## src/rtl/dca_lsu_outstanding_tracker.sv

```systemverilog
// Outstanding-burst tracker for the DCA matrix LSU read path: in-order tag FIFO plus occupancy.
// Optional sticky error flag enabled by defining DCA_TRACKER_ERROR_CHECK_EN.
module dca_lsu_outstanding_tracker #(
  parameter int unsigned DEPTH     = 4,
  parameter int unsigned BW_BURDEN = 1,
  localparam int unsigned BW_COUNT = $clog2(DEPTH + 1),
  localparam int unsigned BW_PTR   = (DEPTH > 1) ? $clog2(DEPTH) : 1
) (
  input  logic                 clk,
  input  logic                 rstnn,
  input  logic                 clear,
  input  logic                 enable,
  output logic                 req_allow,
  input  logic                 req_valid,
  input  logic                 req_ready,
  input  logic                 req_last,
  input  logic [BW_BURDEN-1:0] req_burden,
  input  logic                 rsp_stall,
  input  logic                 rsp_yvalid,
  input  logic                 rsp_ylast,
  output logic [1:0]           rsp_yready,
  output logic [BW_BURDEN-1:0] rsp_burden,
  output logic                 rsp_done,
`ifdef DCA_TRACKER_ERROR_CHECK_EN
  output logic                 err_flag,
  input  logic                 err_clear,
`endif
  output logic                 busy,
  output logic [BW_COUNT-1:0]  count
);

  logic [BW_BURDEN-1:0] mem [DEPTH];
  logic [BW_PTR-1:0]    rptr_q, rptr_d;
  logic [BW_PTR-1:0]    wptr_q, wptr_d;
  logic [BW_COUNT-1:0]  count_q, count_d;

  logic full, empty, push_hs, push, pop, do_push;

  function automatic logic [BW_PTR-1:0] ptr_inc(input logic [BW_PTR-1:0] ptr);
    // Explicit wrap so non-power-of-two depths work.
    if (ptr == BW_PTR'(DEPTH - 1)) begin
      return '0;
    end
    return ptr + BW_PTR'(1);
  endfunction

  always_comb begin
    full          = (count_q == BW_COUNT'(DEPTH));
    empty         = (count_q == '0);
    rsp_yready    = {1'b0, ~rsp_stall & ~empty};
    pop           = rsp_yvalid & rsp_yready[0] & rsp_ylast;
    push_hs       = req_valid & req_ready & req_last;
    push          = push_hs & (~full | pop);
    req_allow     = ~full | pop;
    rsp_done      = pop;
    rsp_burden    = mem[rptr_q];
    busy          = ~empty;
    count         = count_q;
  end

  always_comb begin
    rptr_d  = rptr_q;
    wptr_d  = wptr_q;
    count_d = count_q;
    do_push = 1'b0;
    if (clear) begin
      rptr_d  = '0;
      wptr_d  = '0;
      count_d = '0;
    end else if (enable) begin
      do_push = push;
      if (push) begin
        wptr_d = ptr_inc(wptr_q);
      end
      if (pop) begin
        rptr_d = ptr_inc(rptr_q);
      end
      count_d = count_q + BW_COUNT'(push) - BW_COUNT'(pop);
    end
  end

  always_ff @(posedge clk or negedge rstnn) begin
    if (!rstnn) begin
      rptr_q  <= '0;
      wptr_q  <= '0;
      count_q <= '0;
    end else begin
      rptr_q  <= rptr_d;
      wptr_q  <= wptr_d;
      count_q <= count_d;
    end
  end

  // Tag storage carries no reset; contents are only read while non-empty.
  always_ff @(posedge clk) begin
    if (do_push) begin
      mem[wptr_q] <= req_burden;
    end
  end

`ifdef DCA_TRACKER_ERROR_CHECK_EN
  logic err_q, err_d;

  always_comb begin
    err_d = err_q;
    if (clear || err_clear) begin
      err_d = 1'b0;
    end else if ((push_hs & full & ~pop & enable) |
                 (rsp_yvalid & rsp_ylast & ~rsp_stall & empty)) begin
      err_d = 1'b1;
    end
  end

  always_ff @(posedge clk or negedge rstnn) begin
    if (!rstnn) begin
      err_q <= 1'b0;
    end else begin
      err_q <= err_d;
    end
  end

  assign err_flag = err_q;
`endif

endmodule

```

## config.mk

```make
export PLATFORM = sky130hd
export DESIGN_NAME = dca_lsu_outstanding_tracker
export DESIGN_NICKNAME = d
export VERILOG_FILES = /design/src/rtl/dca_lsu_outstanding_tracker.sv
export SDC_FILE = /design/constraint.sdc
export NUM_CORES = 1
export LEC_CHECK = 0
export BUFFER_PORTS_ARGS = -buffer_cell sky130_fd_sc_hd__buf_2
export CAP_MARGIN = 20
export CORE_MARGIN = 8
export CORE_UTILIZATION = 52
export DETAILED_ROUTE_END_ITERATION = 8
export PLACE_DENSITY = 0.79
export SYNTH_ARGS = -nofsm -noshare
export SYNTH_HDL_FRONTEND = slang
export SYNTH_SLANG_ARGS = --single-unit
export TNS_END_PERCENT = 20
```

## constraint.sdc

```tcl
create_clock -name clk -period 5.56 [get_ports clk]
set_input_delay 0.278 -clock clk [delete_from_list [all_inputs] [get_ports clk]]
set_output_delay 0.278 -clock clk [all_outputs]
set_load 0.02 [all_outputs]
```

==> metrics.cfg <==
[timing]
finClkSkew_ns = 0.00384
hold_viol_final = 0
rsz0062_at_grt = false
fin_ws_ns = 3.08
period_needed_ns = 2.48
slew_viol_final = 0
setup_tns_ns = 0
finalSetupViolations = 0
fmax_mhz = 403
period_share_pct = 44.6
hold_ws_ns = 0.228

[route]
remaining_drc_errors = 0
drt_iter0_drc = 3
routed_wl_um = 1240
vias = 512
dr.pass1.iters = 4
routed_via_density = 5.07
wire_per_inst_um = 12.3
ant_nets = 0

[cells_and_area]
layout-drive-gt1-share_pct = 34.9
areaGrowthSynthToFinish_pct = 18.3
antenna_cells = 0
finalNonFillerCells = 101
finalCoreUtilization_pct = 66.5
n_fill_cell = 102
fin_nets = 106

[placement]
post-dp-hpwl_um = 1050
portBuffers = 18
post-place-ws_ns = 3.08
place_congestion = 0.713
dp.cells = 96

[power_and_ir_drop]
ir_drop_v = 0.000156
leakage_nw = 0.419
power.density_nw_per_um2 = 186

[worst_setup_path]
timing.rr.start = count[1]
worst_ep_arrival_time_ns = 2.67
critPathMaxFanout = 6
reg2reg_depth = 11
timing.rr.end = count[2]
worstPathRequired_ns = 5.75
rrSetupSlack_ns = 3.08
start_kind = register
cp-end-kind = register
worst-setup-path-type = reg -> reg

[yosys]
synth.area.top_cells = dfrtp_1 24%, edfxtp_1 16%, ha_1 12%
ys_warn_count = 0
synth_nets = 84
syn_inst = 65
yosysTopAreaCell = dfrtp_1
synth_seq_area_share_pct = 40.3
synth_seq_cells = 11
synth_top_flop_cell = dfrtp_1
synth-edff-count = 4
avgSynthCellArea_um2 = 11.3
synth-async-reset-ratio_pct = 63.6
synth_top_cell_area_share_pct = 23.9
synth_cell_types = 27
netlist_top_cells_count = 7 x dfrtp_1, 7 x ha_1, 6 x inv_1
syn-cell-area_um2 = 732

[hold_path]
min_to = mem[2]
hp-start = req_burden
hold_path_depth = 1
hold_path.class = in -> reg

[clock_tree]
cts_tree = built
root_buffer = clkbuf_4
cts_inserted_buffers = 3
clk_pin_slew_worst_paths_ns = 0.06
clock-sinks = 11
ctsResizeCount = 0
worstSkewPairLatency_ns = 0.26
cts-htree-levels = 1
clockBufferDepth = 2

[die]
dieHeight_um = 53.5
fp-row-count = 13
coreArea_um2 = 1300
pin_count = 20
die-area_um2 = 2860
initial_core_util_pct = 56.3
dieWidth_um = 53.5

[global_route]
grt_pass1_wl_um = 1900
grt_usage_pct = 8.84
gr-total-overflow = 0
antenna_found_initial = 0
grt_pass1_vias = 491
grt_max_degree = 13

[run_status]
status = complete, no violations

[run]
max-cap-violations = 0

## where the power goes
part	internal [mW]	leakage [nW]	total (mW)	switching (mW)
clock network	0.0277	0.0150	0.0513	0.0236
registers	0.0852	0.133	0.0867	0.00155
logic	0.00956	0.271	0.0228	0.0132
total	0.122	0.419	0.161	0.0383
## critical path, stage by stage (launching register included)
cell,delay [ns]
dfrtp_1,0.46
nor3b_2,0.32
nand2_1,0.12
nand2b_1,0.09
ha_1,0.22
inv_1,0.06
ha_1,0.12
inv_1,0.05
fa_1,0.37
xnor2_1,0.14
or3_1,0.31
a21oi_1,0.15
## cells by family (layout without fill, tap and decap cells)
family	count (synthesis)	in the layout	synth area share, %
and+or+nand+nor	25	25	22.6
DFF	11	11	40.3
adders and majority gates	8	8	14.7
buffers and inverters	8	29	4.62
muxes	6	6	10.3
AOI/OAI and AO/OA	5	5	5.81
other	1	1	0.512
xor gates and xnor gates	1	1	1.20
## cell usage in the layout, fill, tap and decap left out
cell and n:
and2_1 4, buf_2 18, dlygate4sd3_1 1, mux2_2 2, nand3b_4 1, nor3_1 2, nor2b_1 2, clkbuf_4 3
nand2_1 1, fa_1 1, conb_1 1, or3_1 1, a21oi_1 2, edfxtp_1 4, xnor2_1 1, o21ai_0 1
a211oi_2 1, a2111oi_2 1, mux4_2 1, nor3b_2 1, nor3_2 2, clkbuf_1 1, nand2b_1 5, nor2_1 5
dfrtp_1 7, mux2i_1 3, inv_1 6, nand3_1 1, ha_1 7
## how the worst max path moves through the flow
stage | start | slack, ns | end
2_1_floorplan | count[1] | 2.97 | count[2]
3_3_place_gp | count[1] | 3.14 | count[2]
3_5_place_dp | count[1] | 3.08 | count[2]
4_1_cts | count[1] | 3.06 | count[2]
5_1_grt | count[1] | 2.91 | count[2]
6_report | count[1] | 3.08 | count[2]
## metrics by stage
stage	instance area [um^2]	power, mW
detailed placement	830	0.111
finish	866	0.161
global placement	830	0.110
CTS	866	0.163
global route	866	0.168
floorplan	732	0.102
## repair_timing
| action | in CTS | in global routing |
|---|---|---|
| hold buffers | 1 | 0 |
| buffers inserted | 0 | 0 |
| hold endpoints to repair | 7 | 0 |
## sequential cells by signal, summed over array words and instances (netlist names)
signal / cells
count: 3
rptr_q: 2
wptr_q: 2
mem: 4
## cell type report
| cell class | count | area, um^2 | share of cell area (%) |
|---|---|---|---|
| clock buffer | 4 | 26.3 | 3.03 |
| inverter | 6 | 22.5 | 2.60 |
| multi-input combinational | 46 | 403 | 46.5 |
| sequential | 11 | 295 | 34.1 |
| tap | 15 | 18.8 | 2.17 |
| timing repair buffer | 19 | 100 | 11.6 |
## routing by layer
metal,global-route usage (%),vias up,share of wire (%)
met3,4.20,2,3.9
met4,2.10,0,0.72
met2,15.4,10,55
li1,-,260,-
met5,0,-,0
met1,9.43,240,40
Power figures use the tool's default switching activity.
